**src/rtl/bp_be_pkg.sv**
```systemverilog
// rtl/bp_be_pkg.sv - shared types and encodings for the long-latency integer divide pipe
package bp_be_pkg;

  typedef enum logic [0:0] {
    e_bp_default_cfg     = 1'b0,
    e_bp_multicore_1_cfg = 1'b1
  } bp_params_e;

  localparam int dpath_width_gp    = 64;
  localparam int instr_width_gp    = 32;
  localparam int reg_addr_width_gp = 5;

  // Every shipped configuration carries a 64-bit integer datapath.
  function automatic int proc_dword_width(bp_params_e cfg);
    case (cfg)
      e_bp_multicore_1_cfg: return 64;
      default:              return 64;
    endcase
  endfunction

  typedef enum logic [3:0] {
    e_int_op_div  = 4'b0100,
    e_int_op_divu = 4'b0101,
    e_int_op_rem  = 4'b0110,
    e_int_op_remu = 4'b0111
  } bp_be_int_fu_op_e;

  typedef enum logic [1:0] {
    e_idle  = 2'd0,
    e_busy  = 2'd1,
    e_fixup = 2'd2,
    e_done  = 2'd3
  } bp_be_idiv_state_e;

  typedef struct packed {
    logic             pipe_long_v;
    logic             opw_v;
    bp_be_int_fu_op_e fu_op;
  } bp_be_decode_s;

  typedef struct packed {
    logic                      v;
    logic                      poison;
    bp_be_decode_s             decode;
    logic [dpath_width_gp-1:0] rs1;
    logic [dpath_width_gp-1:0] rs2;
    logic [instr_width_gp-1:0] instr;
  } bp_be_dispatch_pkt_s;

  typedef struct packed {
    bp_be_int_fu_op_e             op;
    logic                         opw;
    logic                         q_neg;
    logic                         r_neg;
    logic [reg_addr_width_gp-1:0] rd_addr;
  } bp_be_idiv_op_s;

endpackage

```
**src/rtl/bp_be_pipe_idiv_if.sv**
```systemverilog
// rtl/bp_be_pipe_idiv_if.sv - dispatch/result handshake bundle for the divide pipe
interface bp_be_pipe_idiv_if;
  import bp_be_pkg::*;

  logic                         ready_o;
  bp_be_dispatch_pkt_s          reservation_i;
  logic                         flush_i;
  logic [dpath_width_gp-1:0]    data_o;
  logic [reg_addr_width_gp-1:0] rd_addr_o;
  logic                         v_o;
  logic                         yumi_i;

  modport slave (
    output ready_o, data_o, rd_addr_o, v_o,
    input  reservation_i, flush_i, yumi_i
  );

  modport master (
    input  ready_o, data_o, rd_addr_o, v_o,
    output reservation_i, flush_i, yumi_i
  );

endinterface

```
**src/rtl/bp_be_idiv_iter.sv**
```systemverilog
// rtl/bp_be_idiv_iter.sv - restoring shift-subtract divider core, one quotient bit per step
module bp_be_idiv_iter #(
  parameter int width_p = 64
) (
  input  logic               clk_i,
  input  logic               reset_i,
  input  logic               load_i,
  input  logic               step_i,
  input  logic [width_p-1:0] dividend_i,
  input  logic [width_p-1:0] divisor_i,
  output logic [width_p-1:0] quotient_o,
  output logic [width_p-1:0] remainder_o
);

  logic [width_p-1:0] rem_q, rem_d;
  logic [width_p-1:0] quo_q, quo_d;
  logic [width_p-1:0] div_q, div_d;
  logic [width_p:0]   partial;
  logic [width_p:0]   diff;
  logic               ge;

  // quo_q starts as the dividend and is shifted out MSB-first while quotient bits shift in.
  // A zero divisor always takes the subtract path, which yields all-ones and rem = dividend.
  always_comb begin
    partial = {rem_q, quo_q[width_p-1]};
    diff    = partial - {1'b0, div_q};
    ge      = (partial >= {1'b0, div_q});
    rem_d   = rem_q;
    quo_d   = quo_q;
    div_d   = div_q;
    if (load_i) begin
      rem_d = '0;
      quo_d = dividend_i;
      div_d = divisor_i;
    end else if (step_i) begin
      rem_d = ge ? diff[width_p-1:0] : partial[width_p-1:0];
      quo_d = {quo_q[width_p-2:0], ge};
    end
  end

  always_ff @(posedge clk_i) begin
    if (reset_i) begin
      rem_q <= '0;
      quo_q <= '0;
      div_q <= '0;
    end else begin
      rem_q <= rem_d;
      quo_q <= quo_d;
      div_q <= div_d;
    end
  end

  assign quotient_o  = quo_q;
  assign remainder_o = rem_q;

endmodule

```
**src/rtl/bp_be_pipe_idiv.sv**
```systemverilog
// rtl/bp_be_pipe_idiv.sv - iterative integer divide/remainder pipe: FSM, sign handling, handshakes
module bp_be_pipe_idiv
  import bp_be_pkg::*;
#(
  parameter bp_params_e bp_params_p = e_bp_default_cfg,
  parameter int         width_p     = proc_dword_width(bp_params_p)
) (
  input logic              clk_i,
  input logic              reset_i,
  bp_be_pipe_idiv_if.slave io
);

  localparam int dpath_width_lp = proc_dword_width(bp_params_p);
  localparam int cnt_width_lp   = $clog2(width_p);
  localparam logic [cnt_width_lp-1:0] cnt_last_lp = cnt_width_lp'(width_p - 1);

  bp_be_idiv_state_e       state_q, state_d;
  logic [cnt_width_lp-1:0] cnt_q, cnt_d;
  bp_be_idiv_op_s          op_q, op_d, new_op;
  logic [width_p-1:0]      result_q, result_d;

  bp_be_dispatch_pkt_s pkt;
  logic               fire, is_signed, a_neg, b_neg, b_zero, load, step;
  logic [width_p-1:0] a_ext, b_ext, a_mag, b_mag;
  logic [width_p-1:0] quo_mag, rem_mag, quo_fix, rem_fix, res_fix;
  logic               unused_pkt;

  assign pkt        = io.reservation_i;
  assign unused_pkt = ^{pkt.instr[31:12], pkt.instr[6:0]};
  assign io.ready_o = (state_q == e_idle);
  assign fire       = io.ready_o & pkt.v & ~pkt.poison & pkt.decode.pipe_long_v & ~io.flush_i;
  assign is_signed  = (pkt.decode.fu_op == e_int_op_div) | (pkt.decode.fu_op == e_int_op_rem);

  // Word ops extend the low half per signedness so the core only ever sees width_p magnitudes.
  always_comb begin
    a_ext = pkt.rs1[width_p-1:0];
    b_ext = pkt.rs2[width_p-1:0];
    if (pkt.decode.opw_v) begin
      for (int i = 32; i < width_p; i++) begin
        a_ext[i] = is_signed & pkt.rs1[31];
        b_ext[i] = is_signed & pkt.rs2[31];
      end
    end
    a_neg  = is_signed & a_ext[width_p-1];
    b_neg  = is_signed & b_ext[width_p-1];
    b_zero = (b_ext == '0);
    a_mag  = a_neg ? -a_ext : a_ext;
    b_mag  = b_neg ? -b_ext : b_ext;
    new_op.op      = pkt.decode.fu_op;
    new_op.opw     = pkt.decode.opw_v;
    new_op.q_neg   = (a_neg ^ b_neg) & ~b_zero;
    new_op.r_neg   = a_neg;
    new_op.rd_addr = pkt.instr[11:7];
  end

  bp_be_idiv_iter #(.width_p(width_p)) iter (
    .clk_i       (clk_i),
    .reset_i     (reset_i),
    .load_i      (load),
    .step_i      (step),
    .dividend_i  (a_mag),
    .divisor_i   (b_mag),
    .quotient_o  (quo_mag),
    .remainder_o (rem_mag)
  );

  always_comb begin
    quo_fix = op_q.q_neg ? -quo_mag : quo_mag;
    rem_fix = op_q.r_neg ? -rem_mag : rem_mag;
    res_fix = ((op_q.op == e_int_op_rem) | (op_q.op == e_int_op_remu)) ? rem_fix : quo_fix;
    if (op_q.opw) begin
      for (int i = 32; i < width_p; i++) begin
        res_fix[i] = res_fix[31];
      end
    end
  end

  always_comb begin
    state_d  = state_q;
    cnt_d    = cnt_q;
    op_d     = op_q;
    result_d = result_q;
    load     = 1'b0;
    step     = 1'b0;
    unique case (state_q)
      e_idle: begin
        if (fire) begin
          state_d = e_busy;
          cnt_d   = '0;
          load    = 1'b1;
          op_d    = new_op;
        end
      end
      e_busy: begin
        step = 1'b1;
        if (cnt_q == cnt_last_lp) state_d = e_fixup;
        else                      cnt_d   = cnt_q + cnt_width_lp'(1);
      end
      e_fixup: begin
        state_d  = e_done;
        result_d = res_fix;
      end
      e_done: begin
        if (io.yumi_i) state_d = e_idle;
      end
      default: state_d = e_idle;
    endcase
    // Flush beats yumi and any pending result update.
    if (io.flush_i) begin
      state_d  = e_idle;
      result_d = result_q;
    end
  end

  always_ff @(posedge clk_i) begin
    if (reset_i) begin
      state_q  <= e_idle;
      cnt_q    <= '0;
      op_q     <= '0;
      result_q <= '0;
    end else begin
      state_q  <= state_d;
      cnt_q    <= cnt_d;
      op_q     <= op_d;
      result_q <= result_d;
    end
  end

  assign io.v_o       = (state_q == e_done);
  assign io.data_o    = dpath_width_lp'(result_q);
  assign io.rd_addr_o = op_q.rd_addr;

endmodule

```
**src/flat_wrapper.sv**
```systemverilog
// flat-port wrapper written by rule: the top's interface ports become plain ports
module bp_be_pipe_idiv_flat import bp_be_pkg::*;
#(
  parameter bp_params_e bp_params_p = e_bp_default_cfg,
  parameter int         width_p     = proc_dword_width(bp_params_p)
)
  (clk_i, reset_i, io_ready_o, io_data_o, io_rd_addr_o, io_v_o, io_reservation_i, io_flush_i, io_yumi_i);
  bp_be_pipe_idiv_if io_i ();
  input logic clk_i;
  input logic reset_i;
  output wire logic [$bits(io_i.ready_o)-1:0] io_ready_o;
  output wire logic [$bits(io_i.data_o)-1:0] io_data_o;
  output wire logic [$bits(io_i.rd_addr_o)-1:0] io_rd_addr_o;
  output wire logic [$bits(io_i.v_o)-1:0] io_v_o;
  input wire logic [$bits(io_i.reservation_i)-1:0] io_reservation_i;
  input wire logic [$bits(io_i.flush_i)-1:0] io_flush_i;
  input wire logic [$bits(io_i.yumi_i)-1:0] io_yumi_i;
  assign io_ready_o = io_i.ready_o;
  assign io_data_o = io_i.data_o;
  assign io_rd_addr_o = io_i.rd_addr_o;
  assign io_v_o = io_i.v_o;
  assign io_i.reservation_i = io_reservation_i;
  assign io_i.flush_i = io_flush_i;
  assign io_i.yumi_i = io_yumi_i;
  bp_be_pipe_idiv #(.bp_params_p(bp_params_p), .width_p(width_p)) u_core (.clk_i(clk_i), .reset_i(reset_i), .io(io_i));
endmodule
```
**config.mk**
```make
export PLATFORM = sky130hd
export DESIGN_NAME = bp_be_pipe_idiv_flat
export DESIGN_NICKNAME = d
export VERILOG_FILES = /design/src/rtl/bp_be_pkg.sv /design/src/rtl/bp_be_pipe_idiv_if.sv /design/src/rtl/bp_be_idiv_iter.sv /design/src/rtl/bp_be_pipe_idiv.sv /design/src/flat_wrapper.sv
export SDC_FILE = /design/constraint.sdc
export NUM_CORES = 1
export LEC_CHECK = 0
export BUFFER_PORTS_ARGS = -buffer_cell sky130_fd_sc_hd__clkbuf_2
export CAP_MARGIN = 30
export CORE_AREA = 2 2 192 288
export DETAILED_ROUTE_END_ITERATION = 7
export DIE_AREA = 0 0 194 290
export HOLD_SLACK_MARGIN = 0.08
export PLACE_DENSITY = 0.59
export SLEW_MARGIN = 30
export SYNTH_ARGS = -nofsm -noshare
export SYNTH_HDL_FRONTEND = slang
export SYNTH_SLANG_ARGS = --single-unit
```
**constraint.sdc**
```tcl
create_clock -name clk_i -period 3.5 [get_ports clk_i]
set_input_delay 0.35 -clock clk_i [delete_from_list [all_inputs] [get_ports clk_i]]
set_output_delay 0.35 -clock clk_i [all_outputs]
set_load 0.01 [all_outputs]
```
**Word-level counts from Yosys, hierarchy flattened**

Cells that the tools add are included.

- Output and inout bits: 71
- Logic and storage cells: 76
- Input port bits: 172
- Register bits: 276

- Order comparisons: 1
- Multiplexer cells: 21
- Eq/ne operators: 12
- Add/sub/neg operators: 6
- Bitwise operators: 15
- Reduce and logical (&&, ||, !) cells: 10

Operators by type and width:

| kind | number |
|---|---|
| 2-to-1 mux 64 bit | 8 |
| negation 64 bit | 4 |
| 2-to-1 mux 32 bit | 3 |
| >= comparator 65 x 64 -> 1 bit | 1 |
| zero test 64 bit | 1 |
| subtractor 64 bit | 1 |
| == test 4 x 3 -> 1 bit, second input constant | 4 |
| 2-to-1 mux 6 bit | 2 |
| case mux 6 bit (2 select lines) | 1 |
| AND 1 bit | 9 |
| case mux 2 bit (4 select lines) | 1 |
| adder 6 x 1 -> 6 bit, second input constant | 1 |
| == test 6 bit, second input constant | 1 |
| 2-to-1 mux 2 bit | 3 |
| AND reduction 3 bit | 2 |
| == test 2 bit, second input constant | 2 |
| inequality test 2 x 1 -> 1 bit, second input constant | 2 |
| inequality test 2 bit, second input constant | 2 |
| AND reduction 2 bit | 2 |
| nonzero test 2 bit | 2 |
| OR reduction 2 bit | 2 |
| 2-to-1 mux 1 bit | 3 |
| NOT 1 bit | 3 |
| == test 2 x 1 -> 1 bit, second input constant | 1 |
| 3 further kinds | 4 |

**Logic depth before layout (Yosys ltp)**

- Word-level depth: 8
- Gate-level depth with buffers: 15

**Hierarchy**

From an unflattened synthesis, not the netlist that was laid out.

- Cell total of the unflattened synthesis: 3,087
- Area total of the unflattened synthesis: 22,497.8 µm²

Modules (own cells, without submodules):

| module | sequential area each (µm²) | instances | cells each | area each (µm²) |
|---|---|---|---|---|
| bp_be_idiv_iter | 3,843.7 | 1 | 1,641 | 12,386.9 |
| bp_be_pipe_idiv | 1,661.6 | 1 | 1,446 | 10,110.9 |

**Worst setup path after synthesis**

OpenSTA, ideal clock, no wires.

- Kind: register to register
- From: reg u_core.iter.rem_q[22], in the netlist u_core.iter.remainder_o[22]
- To: reg u_core.iter.rem_q[50], in the netlist u_core.iter.remainder_o[50]
- Required time: 3,426 ps
- Setup time: 74 ps
- Period minus slack after synthesis: 3,596 ps
- Arrival time: 3,522 ps
- Path buffers: 2
- Stages on the path, launching flop included: 14
- Setup slack: -96 ps
- Path through: dfxtp_1 ha_1 clkbuf_1 nand3_1 or3_1 o221ai_1 a21o_1 a31oi_1 o41ai_2 a41oi_1 o31ai_2 clkbuf_1 o2111ai_1 a31oi_1

- Cells in the longest elaborated chain, start to end: 2
- Elaborated cells on any way between the ends: 3

RTL lines:

| element | line | source |
|---|---|---|
| start: declaration | bp_be_idiv_iter.sv:15 | `logic [width_p-1:0] rem_q, rem_d;` |
| start signal: assignment | bp_be_idiv_iter.sv:47 | `rem_q <= rem_d;` |
| subtractor 64 bit / >= comparator 65 x 64 -> 1 bit (equally long branches) | bp_be_idiv_iter.sv:26, bp_be_idiv_iter.sv:27 |  |
| 2-to-1 mux 64 bit (*) | bp_be_idiv_iter.sv:36 | `rem_d = ge ? diff[width_p-1:0] : partial[width_p-1:0];` |

Mark *: on every way between the ends. The rest lies on a longest branch, timed or not.
A chain may end at the register's enable or synchronous reset.

**Worst setup path in the final report**

- From: reg u_core.iter.quo_q[26], in the netlist u_core.iter.quotient_o[26]
- To: reg u_core.result_q[48], in the netlist u_core.io.data_o[48]

- Cells in the longest elaborated chain, start to end: 4

RTL lines:

| element | line | source |
|---|---|---|
| start: declaration | bp_be_idiv_iter.sv:16 | `logic [width_p-1:0] quo_q, quo_d;` |
| start signal: assignment | bp_be_idiv_iter.sv:48 | `quo_q <= quo_d;` |
| negation 64 bit | bp_be_pipe_idiv.sv:68 | `quo_fix = op_q.q_neg ? -quo_mag : quo_mag;` |
| 2-to-1 mux 64 bit | bp_be_pipe_idiv.sv:68 |  |
| 2-to-1 mux 64 bit | bp_be_pipe_idiv.sv:70 | `res_fix = ((op_q.op == e_int_op_rem) \| (op_q.op == e_int_op_remu)) ? rem_fix : quo_fix;` |
| 2-to-1 mux 32 bit | bp_be_pipe_idiv.sv:71 | `if (op_q.opw) begin` |
| end signal: assignment | bp_be_pipe_idiv.sv:125 | `result_q <= result_d;` |
| end: declaration | bp_be_pipe_idiv.sv:20 | `logic [width_p-1:0] result_q, result_d;` |

No other way between the ends.

==> metrics.md <==
| Metric | Value |
|---|---|
| Status | `finished with violations` |
| Failing checks | `setup timing` |
| Worst vdd ir | `0.000384 V` |
| Non-Filler Instances | `3951` |
| Total CTS buffers | `29` |
| Pwr dens | `392 nW/um2` |
| Clock skew | `roughly 24 ps` |
| Syn Nets | `3146` |
| Minimum clock period | `3630 ps` |
| Worst hold margin | `111 ps` |
| Stages on the worst setup path | `11` |
| Distinct cell type count after synthesis | `between 70 and 80` |
| First-pass GRT wire length | `between 100000 and 150000 um` |
| Grt total ovfl | `0` |
| Largest net degree at the start of global routing | `132` |
| Initial antenna violation count | `0` |
| Critical setup path kind | `flop to flop` |
| Routability Congestion | `0.915` |
| I/O Buffers | `~220` |
| Remaining antenna violation count | `0` |
| Synth warn | `0` |
| Worst-path fanout max | `6` |
| Post-placement cell count | `approximately 3900` |
| Tightest Pin Transition | `around 830 ps` |
| Comb pwr share | `0.368` |
| P_int | `around 6.7 mW` |
| CP required | `3970 ps` |
| Post-DP HPWL | `61700 um` |
| Avg Inst Size Synth | `7.32 um2` |
| Drt total wl | `79700 um` |
| Initial Utilization | `0.396` |
| CP cell instances | `or4_4 > or4_4 > or4_4 > nor3_4 > nand4_4 > or4_4 > buf_6 > o21ai_4 > xor2_1 > o21ai_1 > o221a_1` |
| Max-slew headroom | `0.443` |
| Setup TNS | `-437 ps` |
| Async set-reset flop share out of synthesis | `0` |
| Nets | `3486` |
| Worst-path clk slew | `around 70 ps` |
| Post-Layout Inst Area | `26500 um2` |
| Final worst setup slack | `-131 ps` |
| Post-Synth Adder-Cell Area | `0.0440` |
| Leakage | `10.5 nW` |
| Maximum clock rate | `approximately 280 MHz` |
| Max-cap violations | `0` |
| Hold path cells | `3` |
| Setup Viol. Count Final | `7` |
| Post-layout util | `0.493` |
| Min-Delay Path Class | `input pin to flop` |
| Area post-placement | `approximately 25000 um2` |
| Post-place setup slack | `-283 ps` |
| Reg power frac | `0.315` |
| Skew-Pair Late Insertion Delay | `590 ps` |
| EDFF count, synth | `0` |
| Switch Pwr | `3.66 mW` |
| Max incr delay on CP | `between 500 and 600 ps` |
| Clock share of power | `0.317` |
| Die Area | `56300 um2` |
| Period utilization | `1.04` |
| Global-route usage over all layers | `0.269` |
| Die W | `just under 200 um` |
| Total core area | `53600 um2` |
| Vias per cell | `slightly below 6` |
| Mapped Area | `21200 um2` |
| Die height | `290 um` |
| Area growth syn-to-layout | `24.6%` |
| Critical path arrival | `4100 ps` |
| Final Hold Viols | `0` |
| Wire length per cell | `approximately 20 um` |
| Post-Synth XOR/XNOR Area | `0.115` |
| 1st-pass router iterations | `6` |
| # rows | `104` |
| CP Capture Type | `flop` |
| Commonest register cell after synthesis | `dfxtp_1` |
| ANT cells | `0` |
| H-tree depth | `1` |
| CP max stage cell | `or4_4` |
| R2R cell count | `11` |
| Net Sw Frac | `0.352` |
| Layout cells sized above 1 | `0.205` |
| Synth Register Bits | `275` |
| Total power | `10.4 mW` |
| Compound-Gate Fraction of Synth Area | `0.281` |
| Via count | `around 23000` |
| CTS root buf | `clkbuf_16` |
| Clock sink total | `275` |
| Cell mode on critical path | `or4_4` |
| DR iter-0 viols | `1571` |
| Cells after synthesis | `2900` |
| Post-synthesis sequential area ratio | `0.259` |
| CTS tree | `done` |
| Fin. max-slew vios | `0` |
| Largest family of logic cells by synthesized area | `compound AO/OA/AOI/OAI gates` |
| IO Pins | `243` |
| Crit path buf inv count | `1` |
| Worst setup SP type | `flop` |
| DRC violations left | `0` |
| Vias in the first global route | `22400` |
| Simple-gate portion of the synthesized area | `0.215` |
| Unrepaired setup endpoints after global routing | `yes` |
| CTS Buffer Depth | `3` |
| Crit path max-delay family | `simple AND/OR/NAND/NOR gates` |
| Post-synthesis mux area share | `0.0316` |
==> cell usage in the layout (no fill, tap or decap), types with 19 or more instances in the layout <==
cell and count:
a211oi_1 89, a21o_1 24, a21oi_1 222, a31oi_1 72
buf_4 261, clkbuf_16 32, clkbuf_2 214, dfxtp_1 264
ha_1 60, inv_1 91, mux2i_1 66, nand2_1 381
nand2b_1 19, nand3_1 45, nand4_1 29, nor2_1 233
nor3_1 70, nor4_1 33, o211ai_1 34, o21ai_0 203
o21ai_1 19, o22ai_1 20, o31ai_1 69, o41ai_1 29
or3_1 35, or4_1 21, xnor2_1 145, xor2_1 132
==> cells by family after synthesis <==
logic type,Yosys count
compound gates,925
xor+xnor,278
fa+ha+maj,74
buf+inv,304
flops,275
mux,67
simple gates,977
==> worst min-delay path, cell delays in order <==
cell	delay (ps)
clkbuf_2	90
xor2_1	80
o22ai_1	140
==> routing by layer <==
layer	GRT usage	vias to the layer above	wire, um
met3	0.0281	153	3790
met5	0	-	0
met2	0.478	644	39300
met4	0.137	0	4430
met1	0.318	11100	32200
li1	-	11200	-
==> cell usage after synthesis, drive strengths merged, types with 10 or more instances <==
cell type / number / area, um2
a31oi: 75 / 469
o221a: 29 / 327
a21oi: 223 / 1120
dfxtp: 275 / 5510
nor2b: 17 / 106
or3: 37 / 231
and3: 14 / 87.6
xnor2: 145 / 1270
mux2i: 66 / 661
nor4: 37 / 244
nand3: 48 / 240
clkbuf: 183 / 687
nand2: 383 / 1440
o41ai: 34 / 328
or2: 11 / 68.8
ha: 73 / 913
inv: 97 / 364
buf: 23 / 110
and2: 10 / 62.6
o21a: 12 / 90.1
o21ai: 228 / 1140
a21o: 24 / 180
o31ai: 73 / 553
o22ai: 20 / 125
a211oi: 92 / 691
o211ai: 34 / 255
nor3: 71 / 367
or4: 28 / 218
nand2b: 19 / 119
xor2: 133 / 1160
nor2: 237 / 890
nand4: 30 / 194
o21bai: 14 / 105
==> repair_timing <==
item                                   in CTS  in global routing
hold buffers                               14                  0
setup endpoints to repair                  67                 94
buffers inserted                            5                  8
gates resized for setup                    54                 40
endpoints found under the hold margin      14                  0
gates cloned                                1                  3
pin swaps                                  14                 26
==> final timing paths <==
path,from,endpoint,slack [ps]
worst max-delay path,u_core.iter.quotient_o[26]$_SDFFE_PP0P_,u_core.io.data_o[48]$_SDFFE_PP0P_,-130
worst min-delay path,io_reservation_i[130],u_core.iter.quotient_o[34]$_SDFFE_PP0P_,110
worst max register to register,u_core.iter.quotient_o[26]$_SDFFE_PP0P_,u_core.io.data_o[48]$_SDFFE_PP0P_,-130
worst min register to register,u_core.op_q[9]$_SDFFE_PP0P_,u_core.op_q[9]$_SDFFE_PP0P_,450
==> cell type report <==
cell class                      count  area, um2
Clock buffer                       36        782
Clock inverter                     17        209
Fill cell                        5410      27200
Inverter                           98        372
Multi-Input combinational cell   2321      15100
Sequential cell                   275       5520
Tap cell                          689        862
Timing Repair Buffer              515       3640
==> flip-flops by register name (all words and copies together), names as in the netlist <==
signal                   count
u_core.io.data_o            64
u_core.iter.quotient_o      64
u_core.iter.remainder_o     64
u_core.op_q                  6
u_core.io.rd_addr_o          5
u_core.state_q               2
u_core.iter.div_q           64
u_core.cnt_q                 6
==> power groups by stage <==
stage	combinational (mW)	clock [mW]	sequential [mW]
final	3.82	3.29	3.26
after detailed placement	3.45	0	3.33
after global placement	3.44	0	3.33
after CTS	3.66	3.35	3.26
after global routing	4.12	3.47	3.27
after floorplan	2.03	0	3.33
No activity file was read; power rests on OpenSTA's default activity.
